**src/rtl/sqrt_pkg.sv**
```systemverilog
// rtl/sqrt_pkg.sv - shared types and defaults for the sqrt engine front end
package sqrt_pkg;

  typedef enum logic [1:0] {IDLE, ISSUE, WAIT, RESP} sqrt_arb_state_t;

  localparam int SQRT_DW      = 32;
  localparam int SQRT_NREQ    = 4;
  localparam int SQRT_TIMEOUT = 32;

endpackage

```
**src/rtl/sqrt_arbiter_if.sv**
```systemverilog
// rtl/sqrt_arbiter_if.sv - requester and engine signal bundle of sqrt_arbiter
interface sqrt_arbiter_if #(
  parameter int NREQ = sqrt_pkg::SQRT_NREQ,
  parameter int DW   = sqrt_pkg::SQRT_DW
);

  logic [NREQ-1:0]         req_valid;
  logic [NREQ*DW-1:0]      req_data;
  logic [NREQ-1:0]         req_ready;
  logic [NREQ-1:0]         rsp_valid;
  logic [NREQ-1:0]         rsp_ready;
  logic [DW-1:0]           rsp_data;
  logic                    rsp_error;
  logic                    rsp_timeout;
  logic                    eng_start;
  logic [DW-1:0]           eng_in;
  logic [DW-1:0]           eng_out;
  logic                    eng_error;
  logic                    eng_done;
  logic                    busy;
  logic [$clog2(NREQ)-1:0] grant_id;

  modport slave (
    input  req_valid, req_data, rsp_ready, eng_out, eng_error, eng_done,
    output req_ready, rsp_valid, rsp_data, rsp_error, rsp_timeout,
           eng_start, eng_in, busy, grant_id
  );

  modport master (
    output req_valid, req_data, rsp_ready, eng_out, eng_error, eng_done,
    input  req_ready, rsp_valid, rsp_data, rsp_error, rsp_timeout,
           eng_start, eng_in, busy, grant_id
  );

endinterface

```
**src/rtl/rr_arbiter.sv**
```systemverilog
// rtl/rr_arbiter.sv - combinational round-robin picker starting after last_id
module rr_arbiter #(
  parameter  int NREQ = 4,
  localparam int IW   = $clog2(NREQ)
) (
  input  logic [NREQ-1:0] req,
  input  logic [IW-1:0]   last_id,
  output logic [NREQ-1:0] gnt,
  output logic [IW-1:0]   gnt_id
);

  logic [IW-1:0] cand;

  // Scan from farthest to nearest so the closest requester after last_id wins.
  always_comb begin
    gnt    = '0;
    gnt_id = '0;
    cand   = '0;
    for (int k = NREQ; k >= 1; k--) begin
      cand = IW'((int'(last_id) + k) % NREQ);
      if (req[cand]) begin
        gnt       = '0;
        gnt[cand] = 1'b1;
        gnt_id    = cand;
      end
    end
  end

endmodule

```
**src/rtl/sqrt_arbiter.sv**
```systemverilog
// rtl/sqrt_arbiter.sv - round-robin front end sharing one sqrt engine among NREQ clients
module sqrt_arbiter
  import sqrt_pkg::*;
#(
  parameter int NREQ    = SQRT_NREQ,
  parameter int DW      = SQRT_DW,
  parameter int TIMEOUT = SQRT_TIMEOUT
) (
  input  logic         clk,
  input  logic         rst,
  sqrt_arbiter_if.slave bus
);

  localparam int IW = $clog2(NREQ);
  localparam int CW = $clog2(TIMEOUT);

  sqrt_arb_state_t state, next;

  logic [IW-1:0]   last_id;
  logic [IW-1:0]   id_q;
  logic [DW-1:0]   op_q;
  logic [DW-1:0]   res_q;
  logic            err_q;
  logic            to_q;
  logic [CW-1:0]   cnt;

  logic [NREQ-1:0] gnt;
  logic [IW-1:0]   gnt_id;
  logic            accept;
  logic            done_take;
  logic            to_take;
  logic            rsp_hs;

  rr_arbiter #(.NREQ(NREQ)) u_rr (
    .req     (bus.req_valid),
    .last_id (last_id),
    .gnt     (gnt),
    .gnt_id  (gnt_id)
  );

  always_ff @(posedge clk or posedge rst) begin
    if (rst) state <= IDLE;
    else     state <= next;
  end

  always_comb begin
    next            = state;
    accept          = 1'b0;
    done_take       = 1'b0;
    to_take         = 1'b0;
    rsp_hs          = 1'b0;
    bus.req_ready   = '0;
    bus.rsp_valid   = '0;
    bus.rsp_data    = '0;
    bus.rsp_error   = 1'b0;
    bus.rsp_timeout = 1'b0;
    bus.eng_start   = 1'b0;
    bus.eng_in      = op_q;
    bus.busy        = (state != IDLE);
    bus.grant_id    = id_q;
    case (state)
      IDLE: begin
        bus.req_ready = gnt;
        if (|(bus.req_valid & gnt)) begin
          accept = 1'b1;
          next   = ISSUE;
        end
      end
      ISSUE: begin
        bus.eng_start = 1'b1;
        next          = WAIT;
      end
      WAIT: begin
        // A done arriving in the last watchdog cycle still delivers a real result.
        if (bus.eng_done) begin
          done_take = 1'b1;
          next      = RESP;
        end else if (cnt == CW'(TIMEOUT - 1)) begin
          to_take = 1'b1;
          next    = RESP;
        end
      end
      RESP: begin
        bus.rsp_valid   = NREQ'(1) << id_q;
        bus.rsp_data    = res_q;
        bus.rsp_error   = err_q;
        bus.rsp_timeout = to_q;
        if (bus.rsp_ready[id_q]) begin
          rsp_hs = 1'b1;
          next   = IDLE;
        end
      end
      default: next = IDLE;
    endcase
  end

  always_ff @(posedge clk or posedge rst) begin
    if (rst) begin
      last_id <= IW'(NREQ - 1);
      id_q    <= '0;
      op_q    <= '0;
      res_q   <= '0;
      err_q   <= 1'b0;
      to_q    <= 1'b0;
      cnt     <= '0;
    end else begin
      if (accept) begin
        op_q <= bus.req_data[int'(gnt_id)*DW +: DW];
        id_q <= gnt_id;
      end
      if (state == ISSUE)     cnt <= '0;
      else if (state == WAIT) cnt <= cnt + 1'b1;
      if (done_take) begin
        res_q <= bus.eng_out;
        err_q <= bus.eng_error;
        to_q  <= 1'b0;
      end else if (to_take) begin
        res_q <= '0;
        err_q <= 1'b1;
        to_q  <= 1'b1;
      end
      if (rsp_hs) last_id <= id_q;
    end
  end

endmodule
```
**src/flat_wrapper.sv**
```systemverilog
// flat-port wrapper written by rule: the top's interface ports become plain ports
module sqrt_arbiter_flat import sqrt_pkg::*;
#(
  parameter int NREQ    = SQRT_NREQ,
  parameter int DW      = SQRT_DW,
  parameter int TIMEOUT = SQRT_TIMEOUT
)
  (clk, rst, bus_req_valid, bus_req_data, bus_rsp_ready, bus_eng_out, bus_eng_error, bus_eng_done, bus_req_ready, bus_rsp_valid, bus_rsp_data, bus_rsp_error, bus_rsp_timeout, bus_eng_start, bus_eng_in, bus_busy, bus_grant_id);
  sqrt_arbiter_if #(.NREQ(NREQ), .DW(DW)) bus_i ();
  input  logic clk;
  input  logic rst;
  input wire logic [$bits(bus_i.req_valid)-1:0] bus_req_valid;
  input wire logic [$bits(bus_i.req_data)-1:0] bus_req_data;
  input wire logic [$bits(bus_i.rsp_ready)-1:0] bus_rsp_ready;
  input wire logic [$bits(bus_i.eng_out)-1:0] bus_eng_out;
  input wire logic [$bits(bus_i.eng_error)-1:0] bus_eng_error;
  input wire logic [$bits(bus_i.eng_done)-1:0] bus_eng_done;
  output wire logic [$bits(bus_i.req_ready)-1:0] bus_req_ready;
  output wire logic [$bits(bus_i.rsp_valid)-1:0] bus_rsp_valid;
  output wire logic [$bits(bus_i.rsp_data)-1:0] bus_rsp_data;
  output wire logic [$bits(bus_i.rsp_error)-1:0] bus_rsp_error;
  output wire logic [$bits(bus_i.rsp_timeout)-1:0] bus_rsp_timeout;
  output wire logic [$bits(bus_i.eng_start)-1:0] bus_eng_start;
  output wire logic [$bits(bus_i.eng_in)-1:0] bus_eng_in;
  output wire logic [$bits(bus_i.busy)-1:0] bus_busy;
  output wire logic [$bits(bus_i.grant_id)-1:0] bus_grant_id;
  assign bus_i.req_valid = bus_req_valid;
  assign bus_i.req_data = bus_req_data;
  assign bus_i.rsp_ready = bus_rsp_ready;
  assign bus_i.eng_out = bus_eng_out;
  assign bus_i.eng_error = bus_eng_error;
  assign bus_i.eng_done = bus_eng_done;
  assign bus_req_ready = bus_i.req_ready;
  assign bus_rsp_valid = bus_i.rsp_valid;
  assign bus_rsp_data = bus_i.rsp_data;
  assign bus_rsp_error = bus_i.rsp_error;
  assign bus_rsp_timeout = bus_i.rsp_timeout;
  assign bus_eng_start = bus_i.eng_start;
  assign bus_eng_in = bus_i.eng_in;
  assign bus_busy = bus_i.busy;
  assign bus_grant_id = bus_i.grant_id;
  sqrt_arbiter #(.NREQ(NREQ), .DW(DW), .TIMEOUT(TIMEOUT)) u_core (.clk(clk), .rst(rst), .bus(bus_i));
endmodule
```
**config.mk**
```make
export PLATFORM = sky130hd
export DESIGN_NAME = sqrt_arbiter_flat
export DESIGN_NICKNAME = d
export VERILOG_FILES = /design/src/rtl/sqrt_pkg.sv /design/src/rtl/sqrt_arbiter_if.sv /design/src/rtl/rr_arbiter.sv /design/src/rtl/sqrt_arbiter.sv /design/src/flat_wrapper.sv
export SDC_FILE = /design/constraint.sdc
export NUM_CORES = 1
export LEC_CHECK = 0
export ABC_AREA = 1
export BUFFER_PORTS_ARGS = -buffer_cell sky130_fd_sc_hd__clkbuf_2
export CORE_UTILIZATION = 48
export CTS_CLUSTER_SIZE = 8
export DETAILED_ROUTE_END_ITERATION = 8
export PLACE_DENSITY = 0.84
export SETUP_SLACK_MARGIN = 0.3
export SLEW_MARGIN = 20
export SYNTH_ARGS = -nofsm -noshare
export SYNTH_HDL_FRONTEND = slang
export SYNTH_SLANG_ARGS = --single-unit
```
**constraint.sdc**
```tcl
create_clock -name clk -period 3.6 [get_ports clk]
set_clock_uncertainty 0.2 [all_clocks]
set_input_delay 0.36 -clock clk [delete_from_list [all_inputs] [get_ports clk]]
set_output_delay 0.36 -clock clk [all_outputs]
set_load 0.02 [all_outputs]
```
## Word-level counts from Yosys, hierarchy flattened

Index checks and enable logic that the tools add are counted.

| storage, ports and cells | value |
|---|---|
| register bits | 77 |
| bits of input ports | 172 |
| output and inout bits | 78 |
| word-level logic and storage cells | 95 |

| operators by class | value |
|---|---|
| add/subtract/negate cells | 5 |
| magnitude comparators | 9 |
| equality and inequality tests | 7 |
| shifts and indexed selects | 2 |
| muxes and demuxes | 53 |
| bitwise logic cells | 1 |
| reductions and logical operators | 10 |

Operators with widths:

| kind | count |
|---|---|
| 128-bit by 8-bit indexed part select with 32-bit output | 1 |
| 32-bit two-way mux | 3 |
| 1-bit two-way mux | 24 |
| 4-bit two-way mux | 6 |
| 2-bit two-way mux | 8 |
| 2-bit by 3-bit less-than comparator with 1-bit output, second input constant | 5 |
| 1-bit binary-select mux with 2-bit select | 5 |
| 5-bit two-way mux | 2 |
| 1-bit demux with 2-bit select | 4 |
| 2-bit by 1-bit greater-or-equal comparator with 1-bit output, second input constant | 4 |
| 2-bit case mux with 4 select lines | 1 |
| 2-bit nonzero test | 3 |
| 5-bit by 1-bit adder with 5-bit output, second input constant | 1 |
| 5-bit equality test, second input constant | 1 |
| 2-bit by 1-bit adder with 2-bit output, second input constant | 2 |
| 2-bit adder, second input constant | 2 |
| 4-bit AND | 1 |
| 2-bit equality test, second input constant | 2 |
| 1-bit logical AND | 4 |
| 2-bit by 1-bit != test with 1-bit output, second input constant | 2 |
| 4-bit OR reduction | 1 |
| 1-bit by 2-bit left shift with 4-bit output, first input constant | 1 |
| 3-bit by 2-bit != test with 1-bit output, second input constant | 1 |
| 3-bit AND reduction | 1 |
| 2 further kinds | 2 |

## Depth between registers and ports, before layout

| logic depth | value |
|---|---|
| depth in word-level cells | 13 |
| depth in mapped cells | 17 |
| mapped depth without buffers | 17 |

## Hierarchy

From an unflattened synthesis, not the netlist that was laid out.

| second synthesis, totals | value |
|---|---|
| cell total of the unflattened synthesis | 723 |
| area total of the unflattened synthesis | 4959.8 sq um |

Modules (own cells, without submodules):

| module | instances | cells an instance | area an instance (sq um) | seq. area each (sq um) |
|---|---|---|---|---|
| sqrt_arbiter | 1 | 637 | 4500.6 | 1929.4 |
| rr_arbiter | 1 | 86 | 459.2 | 0.0 |

## Worst setup path after synthesis

Ideal clock, no wire load.

| timing | value |
|---|---|
| kind | register to register |
| from | register u_core.last_id[0] |
| to | register u_core.op_q[16] (netlist: u_core.bus.eng_in[16]) |
| setup time | 0.122 ns |
| arrival | 2.242 ns |
| data required time | 3.278 ns |
| setup slack | 1.036 ns |
| cell stages (with the launch flop) | 15 |
| path buffers | 1 |
| clock period less this slack | 2.564 ns |
| cells stage by stage | dfstp_2 > inv_2 > ha_1 > inv_1 > nand3_1 > nand2_2 > o21ai_1 > nand2_1 > nand2_2 > buf_2 > or2_2 > nand2_1 > nand2_1 > inv_1 > o21ai_2 |

| between the ends | value |
|---|---|
| word-level cells in the longest chain between the ends | 13 |
| elaborated cells between the ends (all ways) | 45 |
| those cells by class | add/sub: 4; order compare: 8; shift: 1; mux: 26; bitwise: 1; reduce/logical: 5 |

Ends and longest elaborated chain:

| what | RTL line | source |
|---|---|---|
| from (decl) | sqrt_arbiter.sv:19 | `logic [IW-1:0] last_id;` |
| from (signal assigned) | sqrt_arbiter.sv:99 | `last_id <= IW'(NREQ - 1);` |
| from (signal assigned) | sqrt_arbiter.sv:122 | `if (rsp_hs) last_id <= id_q;` |
| 2-bit by 1-bit adder with 2-bit output | rr_arbiter.sv:20 | `cand = IW'((int'(last_id) + k) % NREQ);` |
| 2-bit by 3-bit less-than comparator with 1-bit output (implied by the code) or 2-bit by 1-bit greater-or-equal comparator with 1-bit output (tied branches) | rr_arbiter.sv:23 | `gnt[cand] = 1'b1;` |
| 1-bit logical AND (implied by the code) | rr_arbiter.sv:23 |  |
| 1-bit two-way mux (implied by the code) | rr_arbiter.sv:23 |  |
| 1-bit demux with 2-bit select | rr_arbiter.sv:23 |  |
| 4-bit two-way mux (4 in a row) | rr_arbiter.sv:21 | `if (req[cand]) begin` |
| 4-bit AND | sqrt_arbiter.sv:64 | `if (\|(bus.req_valid & gnt)) begin` |
| 4-bit OR reduction | sqrt_arbiter.sv:64 |  |
| 1-bit two-way mux | sqrt_arbiter.sv:64 |  |
| 1-bit two-way mux | sqrt_arbiter.sv:61 | `case (state)` |
| to (signal assigned) | sqrt_arbiter.sv:108 | `op_q <= bus.req_data[int'(gnt_id)*DW +: DW];` |
| to (decl) | sqrt_arbiter.sv:21 | `logic [DW-1:0] op_q;` |

Several ways; a longest one is shown, not always the timed one. The select of a mux whose other input is x is not followed.
A chain may end at the register's enable or synchronous reset.

## Final worst setup path

| timing | value |
|---|---|
| from | register u_core.last_id[0] |
| to | output port bus_req_ready[3] |

| between the ends | value |
|---|---|
| word-level cells in the longest chain between the ends | 10 |
| elaborated cells between the ends (all ways) | 37 |
| those cells by class | add/sub: 4; order compare: 8; mux: 21; reduce/logical: 4 |

Ends and longest elaborated chain:

| what | RTL line | source |
|---|---|---|
| 2-bit by 1-bit adder with 2-bit output | rr_arbiter.sv:20 |  |
| 2-bit by 3-bit less-than comparator with 1-bit output (implied by the code) or 2-bit by 1-bit greater-or-equal comparator with 1-bit output (tied branches) | rr_arbiter.sv:23 |  |
| 1-bit logical AND (implied by the code) | rr_arbiter.sv:23 |  |
| 1-bit two-way mux (implied by the code) | rr_arbiter.sv:23 |  |
| 1-bit demux with 2-bit select | rr_arbiter.sv:23 |  |
| 4-bit two-way mux (3 in a row) | rr_arbiter.sv:21 |  |
| 4-bit two-way mux (*) | rr_arbiter.sv:21 |  |
| 4-bit two-way mux (*) | sqrt_arbiter.sv:61 |  |
| to (decl) | flat_wrapper.sv:18 | `output wire logic [$bits(bus_i.req_ready)-1:0] bus_req_ready;` |

Every way passes the cells marked *; elsewhere a longest branch is shown, timed or not. The select of a mux whose other input is x is not followed.

==> reports/results.ini <==
[timing]
slew_violations=0
fmax_mhz=326
period_share_pct=85.3
hold_viol_final=0
tns_ns=0
fin_crit_ns=3.07
rsz0062_at_grt=false
slew_headroom_pct=33.3
final-setup-viol-count=0
tightest_slew_ns=0.999

[global_routing]
antenna_found_initial=0
grt_start_max_net_pins=97
grt_use_total_pct=23.8
grt_pass1_wl_um=21800
grt_pass1_vias=4987
grt-ovfl-total=0

[finish]
nNetsFinal=1214
drive_above_1_share_pct=29.6
post-route-util_pct=63.0
final_area_um2=6830
syn_to_final_growth_pct=28.2
num_antenna_cells=0

[floorplan]
die_width_um=107
rows=38
coreArea_um2=10800
initial_core_util_pct=49.1
die_y_um=107
die_area_um2=11500
pin_count=250

[critical_path]
critPathKind=reg -> out
slowest_delay_ns=0.63
cp_cell_sequence=inv_2 > ha_1 > inv_1 > nand3_1 > nand2_2 > nand3_1 > nand3_1 > nand2_1 > a21oi_1 > clkbuf_2
crit_family=flip-flops
critPathSlowestCell=dfstp_2
crit_arrival_ns=2.51
end_kind=primary output
start_kind=flip-flop
path_buf_inv=3
crit_fanout=9
required_ns=3.04
crit_top_cell=nand3_1

[routing]
drtIter0Drc=279
routedWlPerCell_um=11.6
vias_per_cell=4.72
routed.top_layer=met4
drt-total-wl_um=13600
drc=0
met1_length_um=5660
wl_met2_um=6840
dr_wl_met3_um=929
first_pass_iters=4
vias=5548
antenna_left=0

[outcome]
outcome=completed

[clock_network]
clock-root-buffer=clkbuf_8
cts_made_buffers=9
clk_pin_slew_ns=0.10
clock_latency_ns=0.35
cts_setup_buffers=0
cts_resized=0
cts_buffer_depth=2
cts_num_sinks=77
h-tree-depth=3
cts_tree=done

[placement]
gp_congestion=0.890
dp_hpwl_um=10500
port_buffers=249
postPlaceCellArea_um2=6630

[logic_synthesis]
synth.most_common_cell=nand2_1
netlist_area_um2=5320
yosysTopAreaCell=dfrtp_1
postSynthAreaPerCell_um2=6.66
synth_enable_flop_cells=0
synthFlopType=dfrtp_1
synth_top_area_share_pct=35.3
synth_common_cells=255 x nand2_1, 184 x inv_1, 75 x dfrtp_1, 58 x nand3_1, 39 x a21oi_1
ys_ff_latch=77
synthesis.nets=983
yosysUniqueCellTypes=30
synth-async-reset-ratio_pct=100
seq_area_frac_synth_pct=36.2
syn_inst=799
ys_warn_count=0
synth_area_leaders=dfrtp_1 35%, nand2_1 18%, inv_1 13%, nand3_1 5.5%, a22o_1 5.3%

[power]
p_per_area_nw_per_um2=988
ir_worst_vdd_v=0.000506
p_leak_nw=4.49

[worst_hold_path]
hold_path.class=in -> reg

[job]
cap_violations=0

## what timing repair did
| action | 4_1_cts | 5_1_grt |
|---|---|---|
| endpoints found under the hold margin | 25 | 0 |
| setup endpoints to repair | 0 | 0 |
| hold buffers | 1 | 0 |
## final cells by class
class / count / area (um2)
clock inverters: 7 / 61.3
inverters: 190 / 714
well taps: 140 / 175
clock buffers: 9 / 124
multi-input cells: 495 / 2470
flip-flops and latches: 77 / 1930
repair buffers: 257 / 1350
fillers: 1015 / 4020
## layout by cell type, fill, tap and decap left out, types with 9 or more instances in the layout
cell type and n:
clkbuf_2 249, o21ai_2 11, ha_1 12, a22o_1 32, nand2_1 254, clkbuf_8 9
o21ai_1 21, inv_1 183, nand3_1 58, dfrtp_1 75, a21oi_1 39, or2_0 17
nor2_1 12
## state kept, by name (all words and copies together) (netlist names)
| name | cells |
|---|---|
| u_core.state | 2 |
| u_core.last_id | 2 |
| u_core.bus.grant_id | 2 |
| u_core.err_q | 1 |
| u_core.cnt | 5 |
| u_core.res_q | 32 |
| u_core.to_q | 1 |
| u_core.bus.eng_in | 32 |
## path summary, 6_finish.rpt
check,start,to,slack (ns),cells after the start
max in group asynchronous,rst,u_core.state[1]$_DFFE_PP0P_,2.13,4
max reg2reg,u_core.last_id[0]$_DFFE_PP1P_,u_core.bus.eng_in[9]$_DFFE_PP0P_,0.54,15
min,bus_eng_out[27],u_core.res_q[27]$_DFFE_PP0P_,0.03,2
max,u_core.last_id[0]$_DFFE_PP1P_,bus_req_ready[3],0.53,10
min in group asynchronous,rst,u_core.res_q[21]$_DFFE_PP0P_,0.35,3
min reg2reg,u_core.bus.eng_in[16]$_DFFE_PP0P_,u_core.bus.eng_in[16]$_DFFE_PP0P_,0.29,2
## per-stage QoR
step	hold WS [ns]	power, W	instances	setup WS (ns)
after CTS	0.00754	0.00678	1175	0.523
final	0.0260	0.00674	1175	0.528
after global placement	0.192	0.00602	1158	0.682
after global routing	0.00950	0.00745	1175	0.324
after floorplan	0.249	0.00518	799	1.04
after detailed placement	0.192	0.00614	1158	0.580
## metal layers
metal  vias up  global-route usage [%]
li1       2876                       -
met2       186                    44.3
met4         0                    7.05
met3        18                    5.81
met5         -                       0
met1      2468                    26.7
## kinds of logic (layout without fill, tap and decap cells)
group / Yosys count / count (layout) / synth area share [%]
AND/OR/NAND/NOR: 368 / 368 / 29.3
AO/OA/AOI/OAI: 114 / 114 / 14.0
buffers and inverters: 227 / 463 / 17.5
adder cells (fa/ha/maj): 12 / 12 / 2.82
flip-flops: 77 / 77 / 36.2
multiplexers: 1 / 1 / 0.188
## power breakdown
part	leakage, nW	internal (W)	switching, W
clock network	0.0892	0.000265	0.000358
registers	0.960	0.00129	0.000271
logic	3.45	0.00163	0.00293
total	4.49	0.00318	0.00356
No activity file was read; power rests on OpenSTA's default activity.
